===== config.mk =====
export PLATFORM = sky130hd
export DESIGN_NAME = hdb3_decode
export DESIGN_NICKNAME = d
export VERILOG_FILES = /design/src/rtl/hdb3_pkg.sv /design/src/rtl/hdb3_v_detect.sv /design/src/rtl/hdb3_decode.sv
export SDC_FILE = /design/constraint.sdc
export NUM_CORES = 1
export LEC_CHECK = 0
export ABC_AREA = 1
export ABC_CLOCK_PERIOD_IN_PS = 3100
export CAP_MARGIN = 5
export CORE_AREA = 2 2 39 41
export DETAILED_ROUTE_END_ITERATION = 6
export DIE_AREA = 0 0 41 43
export PLACE_DENSITY = 0.86
export SYNTH_ARGS = -nofsm -noshare
export SYNTH_HDL_FRONTEND = slang
export SYNTH_SLANG_ARGS = --single-unit

===== constraint.sdc =====
create_clock -name i_clk -period 3.1 [get_ports i_clk]
set_input_delay 0.93 -clock i_clk [delete_from_list [all_inputs] [get_ports i_clk]]
set_output_delay 0.93 -clock i_clk [all_outputs]
set_load 0.05 [all_outputs]

===== src/rtl/hdb3_pkg.sv =====
`default_nettype none
// ============================================================================
//  Module      : hdb3_pkg
//  Description : Shared HDB3 line-code constants and helpers used by the
//                encoder and decoder paths.
//  Revision    : 1.0 - initial release
// ============================================================================
package hdb3_pkg;

    // Ternary symbol encoding on the 2-bit code bus
    localparam logic [1:0] HDB3_ZERO = 2'b00;
    localparam logic [1:0] HDB3_POS  = 2'b01;
    localparam logic [1:0] HDB3_NEG  = 2'b10;
    localparam logic [1:0] HDB3_ILL  = 2'b11;

    // Substitution length, equal to the decoder pipeline depth
    localparam int HDB3_RUN = 4;

    // Width of small counters that saturate at HDB3_RUN
    localparam int FILL_W = 3;

    // True for a positive or negative mark; zero and illegal are not marks
    function automatic logic is_mark(input logic [1:0] code);
        return (code == HDB3_POS) || (code == HDB3_NEG);
    endfunction

endpackage
`default_nettype wire


===== src/rtl/hdb3_v_detect.sv =====
`default_nettype none
// ============================================================================
//  Module      : hdb3_v_detect
//  Description : Mark polarity tracker and violation (V) classifier. A mark is
//                a V when a previous mark has been seen and it repeats the
//                polarity of that mark. Outputs are per-cycle combinational
//                flags for the registered pipeline in the parent.
//  Revision    : 1.0 - initial release
// ============================================================================
module hdb3_v_detect
    import hdb3_pkg::*;
(
    input  logic       i_clk,
    input  logic       i_rst,
    input  logic [1:0] i_code,
    output logic       o_mark,
    output logic       o_is_v
);

    logic r_seen;     // a mark has been observed since reset
    logic r_pol;      // polarity of the last mark, 1 = positive
    logic w_pos;

    assign w_pos  = (i_code == HDB3_POS);
    assign o_mark = is_mark(i_code);
    assign o_is_v = o_mark & r_seen & (w_pos == r_pol);

    // Track the polarity of the most recent mark; illegal codes are ignored
    always_ff @(posedge i_clk) begin
        if (i_rst) begin
            r_seen <= 1'b0;
            r_pol  <= 1'b0;
        end else if (o_mark) begin
            r_seen <= 1'b1;
            r_pol  <= w_pos;
        end
    end

endmodule
`default_nettype wire


===== src/rtl/hdb3_decode.sv =====
`default_nettype none
// ============================================================================
//  Module      : hdb3_decode
//  Description : HDB3 line decoder. Marks become 1, zeros and illegal codes
//                become 0, and every V mark clears itself plus the three
//                preceding positions in a 4-deep delay line, which undoes
//                both 000V and B00V substitutions. Latency is 4 clocks.
//                Macro HDB3_DECODE_ERR_EN enables line-code error detection
//                (illegal code, four zeros in a row, back-to-back V marks);
//                without it o_err and o_err_cnt are constant 0.
//  Revision    : 1.0 - initial release
// ============================================================================
module hdb3_decode
    import hdb3_pkg::*;
#(
    parameter int ERR_CNT_W = 16
) (
    input  logic                 i_clk,
    input  logic                 i_rst,
    input  logic [1:0]           i_hdb3_code,
    output logic                 o_data,
    output logic                 o_valid,
    output logic                 o_err,
    output logic [ERR_CNT_W-1:0] o_err_cnt
);

    localparam logic [FILL_W-1:0] c_fill_full = FILL_W'(HDB3_RUN);

    logic              w_mark;
    logic              w_is_v;
    logic              r_s0;
    logic              r_s1;
    logic              r_s2;
    logic              r_s3;
    logic [FILL_W-1:0] r_fill;
    logic              w_full;

    hdb3_v_detect u_v_detect (
        .i_clk  (i_clk),
        .i_rst  (i_rst),
        .i_code (i_hdb3_code),
        .o_mark (w_mark),
        .o_is_v (w_is_v)
    );

    // Pipeline is full once HDB3_RUN symbols have been sampled since reset
    assign w_full = (r_fill == c_fill_full);

    // Delay line, output register and fill tracking
    always_ff @(posedge i_clk) begin
        if (i_rst) begin
            r_s0    <= 1'b0;
            r_s1    <= 1'b0;
            r_s2    <= 1'b0;
            r_s3    <= 1'b0;
            r_fill  <= '0;
            o_data  <= 1'b0;
            o_valid <= 1'b0;
        end else begin
            // A V wipes its own slot and the three older slots still in flight
            if (w_is_v) begin
                r_s0 <= 1'b0;
                r_s1 <= 1'b0;
                r_s2 <= 1'b0;
                r_s3 <= 1'b0;
            end else begin
                r_s0 <= w_mark;
                r_s1 <= r_s0;
                r_s2 <= r_s1;
                r_s3 <= r_s2;
            end
            o_data <= r_s3;
            if (!w_full) begin
                r_fill <= r_fill + FILL_W'(1);
            end
            o_valid <= w_full;
        end
    end

`ifdef HDB3_DECODE_ERR_EN
    localparam logic [FILL_W-1:0] c_zrun_last = FILL_W'(HDB3_RUN - 1);

    logic [FILL_W-1:0] r_zrun;     // consecutive zero symbols, saturating
    logic              r_last_v;   // most recent mark was a V
    logic              w_zero;
    logic              w_err_set;

    assign w_zero = (i_hdb3_code == HDB3_ZERO);

    // Raise an error only once the output is valid, so fill never reports
    assign w_err_set = w_full &&
                       ((i_hdb3_code == HDB3_ILL) ||
                        (w_zero && (r_zrun == c_zrun_last)) ||
                        (w_is_v && r_last_v));

    // Line-code error detection and saturating error counter
    always_ff @(posedge i_clk) begin
        if (i_rst) begin
            r_zrun    <= '0;
            r_last_v  <= 1'b0;
            o_err     <= 1'b0;
            o_err_cnt <= '0;
        end else begin
            if (!w_zero) begin
                r_zrun <= '0;
            end else if (r_zrun != c_fill_full) begin
                r_zrun <= r_zrun + FILL_W'(1);
            end
            if (w_mark) begin
                r_last_v <= w_is_v;
            end
            o_err <= w_err_set;
            if (w_err_set && (o_err_cnt != {ERR_CNT_W{1'b1}})) begin
                o_err_cnt <= o_err_cnt + ERR_CNT_W'(1);
            end
        end
    end
`else
    assign o_err     = 1'b0;
    assign o_err_cnt = '0;
`endif

endmodule
`default_nettype wire


-- Word level (Yosys, flattened, before mapping)
Index checks and enable logic that the tools add are counted.
- input port bits: 4
- bits in registers: 11
- word-level logic and storage cells: 18
- output and inout bits: 19
- reductions and logical operators: 2
- add/sub/neg operators: 1
- equal/unequal tests: 4
- bitwise operators: 2
- operators by type and width (kind ; number):
    $add 3x1->3 const B ; 1
    $eq 3x3->1 const B ; 1
    $and 1x1->1 ; 2
    $eq 2x1->1 const B ; 1
    $eq 2x2->1 const B ; 1
    $reduce_or 2->1 ; 1
    $eq 1x1->1 ; 1
    $logic_or 1x1->1 ; 1

-- Logic depth before layout (Yosys ltp)
Gate-level depths: netlist (run 1).
- depth in word-level cells: 5
- mapped depth: 7

-- Cells and area by module
Synthesis (run 1) repeated with hierarchy kept, for this count alone.
- cells, all modules: 75
- area total of the unflattened synthesis: 563.0 um2
- by module, submodules not included (module ; cells each ; seq. area each (um2) ; instances ; area each (um2)):
    hdb3_decode ; 58 ; 180.2 ; 1 ; 451.7
    hdb3_v_detect ; 17 ; 40.0 ; 1 ; 111.4

-- Least setup slack after synthesis (run 1)
Ideal clock, no wire load.
- path kind: input -> register
- start: input i_hdb3_code[1]
- end: register r_s0
- arrival time: 1.574 ns
- setup slack: 1.410 ns
- stages on the path: 6
- required time: 2.984 ns
- path buffers: 0
- path through: inv_1 -> ha_1 -> nor2_1 -> nand3_2 -> nand2_2 -> nor2_1
- cells in the longest elaborated chain, start to end: 5
- elaborated cells between the ends (all ways): 7
- ends and longest elaborated chain (item ; line ; RTL):
    from (decl) ; hdb3_decode.sv:20 ; input logic [1:0] i_hdb3_code,
    $eq 2x1->1 / $eq 2x2->1 (equally long branches) ; hdb3_pkg.sv:24, hdb3_v_detect.sv:24 ;
    $logic_or 1x1->1 ; hdb3_pkg.sv:24 ; return (code == HDB3_POS) || (code == HDB3_NEG);
    $and 1x1->1 (2 in series) ; hdb3_v_detect.sv:26 ; assign o_is_v = o_mark & r_seen & (w_pos == r_pol);
    $reduce_or 2->1 (no line) ; -- ;
    to (signal assigned) ; hdb3_decode.sv:67 ; r_s0 <= w_mark;
    to (decl) ; hdb3_decode.sv:31 ; logic r_s0;
Parallel ways exist; a longest one is shown, timed or not.
A chain may end at the register's enable or synchronous reset.

-- Final worst setup path (run 1)
- start: register o_valid
- end: output o_valid
- RTL lines (item ; line ; RTL):
    from (decl) ; hdb3_decode.sv:22 ; output logic o_valid,
    from (signal assigned) ; hdb3_decode.sv:76 ; o_valid <= w_full;
No word-level cell between the ends.

==> results.cfg, run 1 <==
[status]
status = finished, final reports clean

[layout]
synthToLayoutAreaGrowth_pct = 5.36
design_area_um2 = 566
drive_above_1_share = 0.0822
fill_cells = 159
diodes = 0
nets = 81

[synthesis]
syn_area_per_cell_um2 = 8.26
synth_enable_flop_cells = 0
synth_top_area_frac = 0.410
syn-cell-area_um2 = 537
syn-instance-count = 65
synth_commonest_cells = buf_4 (17), dfxtp_1 (11), inv_1 (10)
synth-seq-cells = 11
yosysTopAreaCell = dfxtp_1
synth.most_common_cell = buf_4
yosys_warnings = 0
synth_ff_type = dfxtp_1
ys_types = 14
synthTopCellsByArea = dfxtp_1 (41%), buf_4 (24%), ha_1 (7.0%)
synthArstFlopShare = 0
ys_seq_area_frac = 0.410

[routing]
drtIter0Drc = 1
postRouteWirelength_um = 669
ant_nets = 0
viasPerCell = 3.82
wl_met3_um = 43
first_pass_iters = 2
wl_met1_um = 235
top_layer = met3
dr_wl_met2_um = 389
vias = 340
drc_errors = 0
wl_per_cell_um = 7.52

[pwr]
leakagePower_nw = 0.268
p_comb_frac = 0.314
switching_share = 0.374
vdd_drop_max_mv = 0.348
p_per_area_nw_per_um2 = 709
p_sw_uw = 150
internal-power_uw = 251
seq_power_share = 0.458
p_clk_frac = 0.228

[worst_setup_path]
critPathLaunchType = register
critPathSlowestCell = clkdlybuf4s50_1
arrival_ns = 1.36
crit_type = register to output port
path_buf_inv = 1
endpoint_kind = output port
worstPathRequired_ns = 2.17
crit_family = buffers and inverters
crit_chain = clkdlybuf4s50_1
cp_max_fo = 1
slowest_delay_ns = 0.79

[placement]
place_area_um2 = 539
gp_congestion = 0.698
place_hpwl_um = 566
port_buffers = 5

[global_route]
antenna_found_initial = 0
grt_overflow = 0
grt_pass1_wl_um = 1130
grt_max_degree = 7
first_global_vias = 325
grt_usage = 0.0961

[run]
max_cap_viol_count = 0

[floorplan]
rows = 14
fp.dieW_um = 41
io_pins = 23
die_h_um = 43
dieArea_um2 = 1760
core_area_um2 = 1380
start_util = 0.388

[worst_hold_path]
hold_path.class = register to register

[sta]
rsz0062_at_grt = false
holdWs_ns = 0.413
hold_violations = 0
fmax_mhz = 436
finalClockSkew_ns = 0.00217
fin_tns_setup_ns = 0
timing.final.crit_share = 0.740
layout_min_cycle_time_ns = 2.29
slew_viol_final = 0
setup_viol = 0

[clock_tree]
cts_made_buffers = 3
clock_latency_ns = 0.25
postCtsHoldBufs = 0
cts_tree = built
clock-sinks = 11
clk_path_buf_depth = 2
clockRootBuffer = clkbuf_4
cts.clk_slew.worst_paths_ns = 0.06
cts_resized = 0
cts_max_level = 1
post_cts_buffers = 0
## layout make-up
| cell class | instances | area (um2) | area share |
|---|---|---|---|
| repair buffers | 5 | 50.0 | 0.0885 |
| clock buffers | 4 | 26.3 | 0.0465 |
| multi-input cells | 42 | 208 | 0.367 |
| well taps | 16 | 20.0 | 0.0354 |
| inverters | 11 | 41.3 | 0.0730 |
| flip-flops and latches | 11 | 220 | 0.389 |
## worst min-delay path: cells and delay by family, from the launching register on
family / cells / cell delay [ns]
buffers and inverters: 1 / 0.04
AND/OR/NAND/NOR: 1 / 0.03
flip-flops: 1 / 0.30
## state kept, by name, summed over array words and instances, names as in the netlist
name	cells
r_fill	3
o_data	1
o_valid	1
r_s0	1
r_s1	1
r_s2	1
r_s3	1
u_v_detect.r_pol	1
u_v_detect.r_seen	1
## power groups by stage
| stage | sequential [mW] | combinational, mW | clock, mW |
|---|---|---|---|
| 2_1_floorplan | 0.189 | 0.115 | 0 |
| 3_3_place_gp | 0.183 | 0.119 | 0 |
| 3_5_place_dp | 0.187 | 0.127 | 0 |
| 4_1_cts | 0.183 | 0.128 | 0.0967 |
| 5_1_grt | 0.185 | 0.140 | 0.105 |
| 6_report | 0.184 | 0.126 | 0.0913 |
## metal layers
metal | track usage | up-vias
met1 | 0.0888 | 150
met5 | 0 | -
met2 | 0.166 | 11
li1 | - | 179
met4 | 0.0800 | 0
met3 | 0.0157 | 0
## metrics by stage
step / worst slack [ns] / std cells / power [mW] / utilization
detailed placement: 0.886 / 85 / 0.314 / 0.390
floorplan: 1.41 / 81 / 0.304 / -
global placement: 0.899 / 85 / 0.302 / 0.390
CTS: 0.795 / 89 / 0.408 / 0.409
finish: 0.806 / 89 / 0.401 / 0.409
global route: 0.763 / 89 / 0.431 / 0.409
## kinds of logic after synthesis
family / after synthesis / share of synthesized area
adder cells (fa/ha/maj): 3 / 0.0699
buffers and inverters: 28 / 0.315
AND/OR/NAND/NOR: 13 / 0.107
flip-flops: 11 / 0.410
XOR/XNOR: 1 / 0.0163
AO/OA/AOI/OAI: 8 / 0.0746
other: 1 / 0.00699
## cells in the final DEF, fill, tap and decap left out, drive strengths merged
cell           count
a21oi              5
xnor2              1
clkbuf             4
clkdlybuf4s50      5
o21ai              3
inv               11
nand2              4
conb              17
ha                 3
nand3              1
dfxtp             11
nor2               8
## worst paths after layout
path,slack (ns),end,start,cells after the start
setup / recovery,0.81,o_valid,o_valid,1
hold / removal,0.41,r_s2,r_s1,2
setup reg to reg,2.05,r_fill[0],r_fill[0],5
hold reg to reg,0.41,r_s2,r_s1,2
(Power assumes the default switching activity.)
==> run 2, diff against run 1 <==
Settings changed: ABC_CLOCK_PERIOD_IN_PS 3100 to 1880, CORE_AREA 2 2 39 41 to default, CORE_ASPECT_RATIO from default to 1.1, CORE_UTILIZATION from default to 36, DIE_AREA 0 0 41 43 to default, PLACE_DENSITY 0.86 to 0.82.
Clock period 3.1 ns to 1.88 ns, I/O delays scaled along.
==> run 2 against run 1 <==
Sequential cell count did not move. Sequential power grew 63%. Power increased by 65%. Clock skew is essentially flat. Non-clock buffer count stayed put. Clock power up 69%. Final cell count unchanged. Die area down 6.4%. Register-to-register slack got worse by 1.2 ns. Wire length shrank 11%. Largest cell class unchanged.
==> results.cfg, run 2 (synthesis gave the netlist of run 1 again) <==
[clock_tree]
cts_resized = 0
clk_path_buf_depth = 2
cts_made_buffers = 3
postCtsHoldBufs = 0
clock_latency_ns = 0.26
cts.clk_slew.worst_paths_ns = 0.07
post_cts_buffers = 0
cts_max_level = 1
clock-sinks = 11
cts_tree = built
clockRootBuffer = clkbuf_4

[routing]
viasPerCell = 3.66
wl_per_cell_um = 6.71
postRouteWirelength_um = 597
ant_nets = 0
drtIter0Drc = 3
drc_errors = 0
first_pass_iters = 2
vias = 326

[status]
status = finished, final reports clean

[global_route]
first_global_vias = 293
antenna_found_initial = 0
grt_overflow = 0
grt_pass1_wl_um = 1020
grt_usage = 0.0886
grt_max_degree = 7

[placement]
place_area_um2 = 534
gp_congestion = 0.697
place_hpwl_um = 505
port_buffers = 5

[worst_setup_path]
arrival_ns = 1.71
worstPathRequired_ns = 2.03
endpoint_kind = register
crit_family = buffers and inverters
rr_worst_depth = 5
path_depth = 7
crit_chain = clkdlybuf4s50_1 > inv_1 > ha_1 > nor2_1 > nand3_2 > nand2_2 > nor2_1
path_buf_inv = 2
slowest_delay_ns = 0.45
cp_common_cell = nor2_1
critPathSlowestCell = clkdlybuf4s50_1
cp_max_fo = 5
critPathLaunchType = primary input
crit_type = primary input to register

[layout]
nets = 81
design_area_um2 = 561
diodes = 0
top_register = r_fill
mostFrequentLayoutCell = conb_1
seq_area_um2 = 220
multi_input_area_um2 = 208
drive_above_1_share = 0.110
fill_cells = 156
largest_register_ffs = 3
mostFrequentLayoutCells = conb_1 (17), dfxtp_1 (11), inv_1 (10)
synthToLayoutAreaGrowth_pct = 4.43

[floorplan]
rows = 14
fp.dieW_um = 38.8
core_area_um2 = 1380
die_h_um = 42.5
io_pins = 23
dieArea_um2 = 1650
start_util = 0.388

[sta]
layout_min_cycle_time_ns = 1.56
timing.final.crit_share = 0.829
rsz0062_at_grt = false
slew_viol_final = 0
finalClockSkew_ns = 0.00243
fmax_mhz = 641
setup_viol = 0
fin_tns_setup_ns = 0
hold_violations = 0

[worst_hold_path]
hold_path.class = register to register
whs_path_depth = 2

[run]
max_cap_viol_count = 0

[pwr]
p_per_area_nw_per_um2 = 1180
power_uw = 659
vdd_drop_max_mv = 0.575
leakagePower_nw = 0.272
## run 2: area by class of cell
| cell class | instances | area share |
|---|---|---|
| clock buffers | 4 | 0.0469 |
| flip-flops and latches | 11 | 0.393 |
| inverters | 11 | 0.0737 |
| repair buffers | 5 | 0.0804 |
| multi-input cells | 42 | 0.371 |
| well taps | 16 | 0.0357 |
## run 2: where the power goes
part           total [mW]  leakage, nW  switching (mW)  internal (mW)
clock network       0.154       0.0150          0.0723         0.0819
logic               0.205        0.167           0.147         0.0582
registers           0.300       0.0904          0.0275          0.273
total               0.659        0.272           0.246          0.413
## run 2: worst min-delay path, cell delays in order, from the launching register on
cell     delay [ns]
dfxtp_1        0.30
inv_1          0.04
nor2_1         0.03
## run 2: metrics by stage
step	worst slack (ns)	instances	hold WS (ns)	util
after floorplan	0.556	81	0.388	-
after global placement	0.0433	85	0.397	0.386
after detailed placement	0.0389	85	0.394	0.386
after CTS	0.323	89	0.403	0.405
after global routing	0.216	89	0.420	0.405
final	0.321	89	0.401	0.405
## run 2: path summary, 6_finish.rpt
| kind | slack [ns] | to | start |
|---|---|---|---|
| worst max-delay path | 0.32 | r_s0 | i_hdb3_code[1] |
| worst min register to register | 0.40 | o_data | r_s3 |
| worst min-delay path | 0.40 | o_data | r_s3 |
| worst max register to register | 0.84 | r_fill[0] | r_fill[0] |
## run 2: metal layers
| layer | track usage | share of wire |
|---|---|---|
| met1 | 0.0894 | 0.37 |
| met5 | 0 | 0 |
| met3 | 0.0160 | 0.045 |
| met4 | 0.0621 | 0 |
| met2 | 0.153 | 0.58 |
==> run 3, diff against run 2 <==
Settings changed: ABC_CLOCK_PERIOD_IN_PS 1880 to 1350.
Clock period 1.88 ns to 1.35 ns, I/O delays scaled along.
==> run 3 against run 2 <==
Sequential share of layout area fell by 3.4 points. Sequential power is 40% higher. Design area up 9.4%. Final cell count up 2.2%. Global-route usage increased by 1.2 points. Via count up 3.1%. Worst hold slack better by 0.012 ns. Wire length rose by 9.4%. Register-to-register slack worse by 0.54 ns. Power is 44% higher.
==> results.cfg, run 3 (synthesis gave the netlist of run 1 again) <==
[sta]
fin_tns_setup_ns = 0
setup_viol = 0
layout_min_cycle_time_ns = 1.28
rsz0062_at_grt = false
fmax_mhz = 784
finalClockSkew_ns = 0.00140
slew_viol_final = 0
hold_violations = 0
fin_ws_ns = 0.0747
timing.final.crit_share = 0.945

[clock_tree]
clockRootBuffer = clkbuf_4
cts_tree = built
clock_latency_ns = 0.26
clock-sinks = 11
clk_path_buf_depth = 2
post_cts_buffers = 0
cts_max_level = 1
cts_made_buffers = 3
cts.clk_slew.worst_paths_ns = 0.07

[routing]
first_pass_iters = 2
viasPerCell = 3.69
wl_per_cell_um = 7.18
drc_errors = 0
drtIter0Drc = 2
vias = 336
ant_nets = 0
postRouteWirelength_um = 653

[floorplan]
rows = 14
die_h_um = 42.5
start_util = 0.388
fp.dieW_um = 38.8
io_pins = 23
core_area_um2 = 1380
dieArea_um2 = 1650

[layout]
largest_register_ffs = 3
diodes = 0
fin_cells = 91
mostFrequentLayoutCells = conb_1 (17), dfxtp_1 (11), inv_1 (10)
fin_util = 0.443
top_register = r_fill
drive_above_1_share = 0.147
mostFrequentLayoutCell = conb_1
synthToLayoutAreaGrowth_pct = 14.2
nets = 83

[pwr]
p_per_area_nw_per_um2 = 1550
p_comb_frac = 0.326
leakagePower_nw = 0.287
switching_share = 0.374
p_sw_uw = 355
vdd_drop_max_mv = 0.837
seq_power_share = 0.441
internal-power_uw = 596
p_clk_frac = 0.233

[global_route]
grt_max_degree = 7
grt_usage = 0.100
first_global_vias = 292
grt_pass1_wl_um = 1120
antenna_found_initial = 0
grt_overflow = 0

[placement]
gp_congestion = 0.668
port_buffers = 5
pre_cts_slack_ns = -0.309
place_hpwl_um = 529
place_inst = 87

[worst_setup_path]
arrival_ns = 1.44
crit_type = primary input to register
critPathLaunchType = primary input
worstPathRequired_ns = 1.52
endpoint_kind = register
cp_max_fo = 4

[status]
status = finished, final reports clean

[worst_hold_path]
hold_path.class = register to register

[run]
max_cap_viol_count = 0
==> run 3: final timing paths <==
path | startpoint | to | slack, ns | cells past startpoint
setup / recovery | i_hdb3_code[0] | r_s3 | 0.07 | 6
hold reg to reg | r_s2 | r_s3 | 0.41 | 2
hold / removal | r_s2 | r_s3 | 0.41 | 2
setup reg to reg | r_fill[0] | r_fill[0] | 0.30 | 5
==> run 3: power groups by stage <==
stage | registers [mW] | clock network, mW | logic (mW)
2_1_floorplan | 0.434 | 0 | 0.263
3_3_place_gp | 0.423 | 0 | 0.290
3_5_place_dp | 0.428 | 0 | 0.308
4_1_cts | 0.421 | 0.232 | 0.314
5_1_grt | 0.429 | 0.243 | 0.344
6_report | 0.420 | 0.221 | 0.310
==> run 3: timing repair <==
item | 4_1_cts | 5_1_grt
hold buffers | 0 | 0
setup endpoints to repair | 4 | 0
gates resized for setup | 1 | 0
==> run 3: stage by stage <==
stage	power, mW	hold slack, ns	cell area, um2
3_5_place_dp	0.737	0.400	574
2_1_floorplan	0.697	0.388	597
3_3_place_gp	0.714	0.395	574
6_report	0.951	0.413	613
4_1_cts	0.967	0.415	613
5_1_grt	1.02	0.427	613
==> run 3: layer usage <==
layer | GRT usage | vias to the layer above | routed length (um)
met3 | 0.0160 | 0 | 30
met4 | 0.103 | 0 | 0
met2 | 0.150 | 12 | 362
met1 | 0.110 | 142 | 260
met5 | 0 | - | 0
li1 | - | 182 | -
==> run 3: layout make-up <==
| cell class | instances | area, um2 |
|---|---|---|
| Clock buffer | 4 | 26.3 |
| Multi-Input combinational cell | 42 | 220 |
| Inverter | 11 | 41.3 |
| Timing Repair Buffer | 7 | 85.1 |
| Sequential cell | 11 | 220 |
| Fill cell | 154 | 771 |
| Tap cell | 16 | 20.0 |
==> run 3: critical path: stages <==
cell and delay (ns):
clkdlybuf4s50_1 0.51, ha_4 0.22, nor2_1 0.10, nand3_2 0.07
nand2_2 0.09, nor2_1 0.04
